### config.mk
export PLATFORM = sky130hd
export DESIGN_NAME = vga_sync_gen
export DESIGN_NICKNAME = d
export VERILOG_FILES = /design/src/rtl/vga_sync_gen.sv
export SDC_FILE = /design/constraint.sdc
export NUM_CORES = 1
export LEC_CHECK = 0
export ABC_AREA = 1
export ABC_CLOCK_PERIOD_IN_PS = 3160
export BUFFER_PORTS_ARGS = -buffer_cell sky130_fd_sc_hd__buf_2
export CAP_MARGIN = 20
export CELL_PAD_IN_SITES_DETAIL_PLACEMENT = 1
export CELL_PAD_IN_SITES_GLOBAL_PLACEMENT = 1
export CORE_AREA = 3 3 104 106
export DETAILED_ROUTE_END_ITERATION = 10
export DIE_AREA = 0 0 107 109
export PLACE_DENSITY_LB_ADDON = 0.05
export SETUP_SLACK_MARGIN = 0.5
export SLEW_MARGIN = 20
export SYNTH_ARGS = -nofsm -noshare
export SYNTH_HDL_FRONTEND = slang
export SYNTH_SLANG_ARGS = --single-unit
### constraint.sdc
create_clock -name clk -period 3.16 [get_ports clk]
set_clock_uncertainty 0.15 [all_clocks]
set_input_delay 0.158 -clock clk [delete_from_list [all_inputs] [get_ports clk]]
set_output_delay 0.158 -clock clk [all_outputs]
set_load 0.05 [all_outputs]
### src/rtl/vga_sync_gen.sv
// VGA timing generator: free-running pixel/line counters advanced by pix_ce,
// with registered sync, blanking, coordinate and frame-pacing outputs.
module vga_sync_gen #(
    parameter int H_VISIBLE = 640,
    parameter int H_FP      = 16,
    parameter int H_SYNC    = 96,
    parameter int H_BP      = 48,
    parameter int V_VISIBLE = 480,
    parameter int V_FP      = 10,
    parameter int V_SYNC    = 2,
    parameter int V_BP      = 33,
    parameter bit HS_POL    = 1'b0,
    parameter bit VS_POL    = 1'b0
) (
    input  logic       clk,
    input  logic       clr_n,
    input  logic       pix_ce,
    output logic       hsync,
    output logic       vsync,
    output logic       video_on,
    output logic [9:0] x,
    output logic [9:0] y,
    output logic       line_start,
    output logic       frame_start,
    output logic [7:0] frame_cnt
);

    localparam int H_TOTAL = H_VISIBLE + H_FP + H_SYNC + H_BP;
    localparam int V_TOTAL = V_VISIBLE + V_FP + V_SYNC + V_BP;

    localparam logic [9:0] H_LAST   = 10'(H_TOTAL - 1);
    localparam logic [9:0] V_LAST   = 10'(V_TOTAL - 1);
    localparam logic [9:0] H_VIS    = 10'(H_VISIBLE);
    localparam logic [9:0] V_VIS    = 10'(V_VISIBLE);
    localparam logic [9:0] HS_BEGIN = 10'(H_VISIBLE + H_FP);
    localparam logic [9:0] HS_END   = 10'(H_VISIBLE + H_FP + H_SYNC);
    localparam logic [9:0] VS_BEGIN = 10'(V_VISIBLE + V_FP);
    localparam logic [9:0] VS_END   = 10'(V_VISIBLE + V_FP + V_SYNC);

    logic [9:0] h_cnt, v_cnt;
    logic [9:0] h_nxt, v_nxt;
    logic       h_wrap, f_wrap;

    always_comb begin
        h_wrap = (h_cnt == H_LAST);
        h_nxt  = h_cnt + 10'd1;
        v_nxt  = v_cnt;
        if (h_wrap) begin
            h_nxt = '0;
            v_nxt = (v_cnt == V_LAST) ? '0 : v_cnt + 10'd1;
        end
        f_wrap = h_wrap && (v_cnt == V_LAST);
    end

    // Counters reset to their last position so the first strobe lands on (0,0);
    // outputs are decoded from the next-state values so they track the counters.
    always_ff @(posedge clk or negedge clr_n) begin
        if (!clr_n) begin
            h_cnt       <= H_LAST;
            v_cnt       <= V_LAST;
            x           <= '0;
            y           <= '0;
            video_on    <= 1'b0;
            hsync       <= ~HS_POL;
            vsync       <= ~VS_POL;
            line_start  <= 1'b0;
            frame_start <= 1'b0;
            frame_cnt   <= '0;
        end else begin
            line_start  <= 1'b0;
            frame_start <= 1'b0;
            if (pix_ce) begin
                h_cnt       <= h_nxt;
                v_cnt       <= v_nxt;
                x           <= h_nxt;
                y           <= v_nxt;
                video_on    <= (h_nxt < H_VIS) && (v_nxt < V_VIS);
                hsync       <= ((h_nxt >= HS_BEGIN) && (h_nxt < HS_END)) ? HS_POL : ~HS_POL;
                vsync       <= ((v_nxt >= VS_BEGIN) && (v_nxt < VS_END)) ? VS_POL : ~VS_POL;
                line_start  <= h_wrap;
                frame_start <= f_wrap;
                if (f_wrap)
                    frame_cnt <= frame_cnt + 8'd1;
            end
        end
    end

endmodule
==> flow_summary.json <==
{
  "fp.dieArea_um2": 11660,
  "vias_per_cell": 4.446,
  "crit_chain": "ha_1 > nand4_1 > nor2_1 > nand2_1 > nand2_1 > nand3_1 > nor2_1 > inv_1 > nand3_1 > nand2_1",
  "clock-sinks": 43,
  "grt_pass1_wl_mm": 11.96,
  "yosys.cell_types.count": 30,
  "total_leakage_power_nw": 1.401,
  "grt_max_degree": 44,
  "clock_latency_ns": 0.30,
  "cts_buffer_depth": 2,
  "hold_path_class": "primary input to flop",
  "end_kind": "flop",
  "cp_common_cell": "nand2_1",
  "io_buffers": 35,
  "tns_ns": 0,
  "synth-seq-area-share": 0.4429,
  "grt_pass1_vias": 2285,
  "hold_viol": 0,
  "cts_tree": "built",
  "nNetsFinal": 357,
  "fin_crit_ns": 2.281,
  "status": "completed",
  "num_vias": 2152,
  "rows": 36,
  "synth_seq_cells": 43,
  "slowest_stage": "dfstp_2",
  "slew_violations": 0,
  "critPathRequiredTime_ns": 3.21,
  "drv_cap": 0,
  "cpPeakStageDelay_ns": 0.56,
  "syn-cell-area_um2": 2464,
  "area_delta_synth_final_pct": 13.36,
  "synthTopCellsByArea": "dfrtp_1 31%, nand2_1 15%, dfstp_2 13%",
  "finalNonFillerCells": 484,
  "pin_count": 36,
  "setup_viol": 0,
  "wl_mm": 7.100,
  "dp_hpwl_mm": 5.247,
  "dr.pass1.iters": 4,
  "max_slew_margin": 0.6271,
  "powerDensity_nw_per_um2": 592.9,
  "routedWlPerCell_um": 14.67,
  "setup.worst_path.start_class": "flop",
  "drc_errors": 0,
  "async_reset_ff_frac": 1.000,
  "syn_area_per_cell_um2": 7.627,
  "place.gp.congestion": 0.7794,
  "grt-ovfl-total": 0,
  "antenna_found_initial": 0,
  "rsz0062_at_grt": "false",
  "synth_common_cells": "98 x nand2_1, 34 x inv_1, 33 x nor2_1, 31 x dfrtp_1, 28 x nand3_1",
  "max-vdd-ir-drop_v": 0.0002520,
  "cp.arrival_ns": 2.33,
  "nFillCells": 1216,
  "drive_above_1_share": 0.1880,
  "critPathKind": "flop to flop",
  "cts_buffers": 5,
  "ant_nets": 0,
  "synth_ff_type": "dfrtp_1",
  "fin_crit_sh": 0.7217,
  "postCtsHoldBufs": 1,
  "post_cts_buffers": 0,
  "synth_top_area_cell": "dfrtp_1",
  "synth_top_area_frac": 0.3149,
  "drt_iter0_drc": 73,
  "track_usage": 0.1320,
  "yosysWarnings": 0,
  "timing.fmax_ghz": 0.4385,
  "dp.cells": 475,
  "die_height_um": 109,
  "root_buffer": "clkbuf_8",
  "path_max_fanout": 5,
  "syn_inst": 323,
  "die-width_um": 107,
  "synth_nets": 330,
  "synth_edf_count": 0,
  "start_util": 0.2497,
  "diodes": 0,
  "tightest_slew_ns": 0.5593,
  "synth.most_common_cell": "nand2_1",
  "coreArea_um2": 9864,
  "htree_num_levels": 2,
  "path_clk_slew_ns": 0.09,
  "ctsResizeCount": 0
}
-- sequential cells by signal, indices dropped and copies added, names as in the netlist --
name and cells:
frame_cnt 8, frame_start 1, h_cnt 7, hsync 1
line_start 1, v_cnt 3, video_on 1, vsync 1
x 10, y 10
-- layout make-up --
| class | instances | area, um^2 | share of cell area |
|---|---|---|---|
| Sequential cell | 43 | 1091 | 0.3907 |
| Clock buffer | 8 | 80.08 | 0.02867 |
| Tap cell | 133 | 166.4 | 0.05959 |
| Inverter | 35 | 131.4 | 0.04704 |
| Multi-Input combinational cell | 228 | 1129 | 0.4041 |
| Timing Repair Buffer | 37 | 195.2 | 0.06989 |
-- cell usage in the layout (no fill, tap or decap), types with 5 or more instances in the layout --
cell type / instances
o21ai_0: 23
inv_1: 34
dfstp_2: 12
nor2_1: 33
dfrtp_1: 31
clkbuf_8: 5
nand2_1: 98
nand3_1: 28
nand4_1: 13
buf_2: 34
-- final timing paths --
| path | from | end | cells after the start | slack (ns) |
|---|---|---|---|---|
| max | h_cnt[1]$_DFFE_PN1P_ | video_on$_DFFE_PN0P_ | 10 | 0.88 |
| min in group asynchronous | clr_n | y[1]$_DFFE_PN0P_ | 2 | 0.25 |
| max reg2reg | h_cnt[1]$_DFFE_PN1P_ | video_on$_DFFE_PN0P_ | 10 | 0.88 |
| max in group asynchronous | clr_n | h_cnt[8]$_DFFE_PN1P_ | 2 | 2.22 |
| min | pix_ce | h_cnt[1]$_DFFE_PN1P_ | 3 | 0.20 |
| min reg2reg | x[1]$_DFFE_PN0P_ | x[1]$_DFFE_PN0P_ | 2 | 0.32 |
-- metrics by stage --
step	cell area [um^2]	utilization	setup slack [ns]	hold WS [ns]	power, mW
2_1_floorplan	2464	-	1.142	-0.2876	1.185
3_3_place_gp	2700	0.2737	0.8424	0.2549	1.318
3_5_place_dp	2700	0.2737	0.8162	0.2459	1.316
4_1_cts	2790	0.2829	0.8089	0.2188	1.685
5_1_grt	2793	0.2831	0.5805	0.2697	1.779
6_report	2793	0.2831	0.8794	0.2002	1.656
-- layer usage --
layer  wire, um  track usage
met5          0            0
met4         38      0.02648
met3        181      0.02368
met2       3363       0.2190
met1       3517       0.1813
-- critical path, delay by kind of cell, from the launching register on --
kind / cells / cell delay, ns
and+or+nand+nor: 8 / 1.16
DFF: 1 / 0.56
adders and majority gates: 1 / 0.25
buffers and inverters: 1 / 0.06
-- cells by family after synthesis --
group                      synth area share
buffers and inverters               0.09903
AOI/OAI and AO/OA                   0.06348
and+or+nand+nor                      0.3484
adders and majority gates           0.02032
xor gates and xnor gates            0.02133
muxes                              0.004571
DFF                                  0.4429
-- power by group --
group          total (mW)  switching, mW  internal [mW]
clock network       0.360          0.202          0.158
registers           0.761         0.0966          0.665
logic               0.534          0.408          0.126
total                1.66          0.707          0.949
Power figures use the tool's default switching activity.
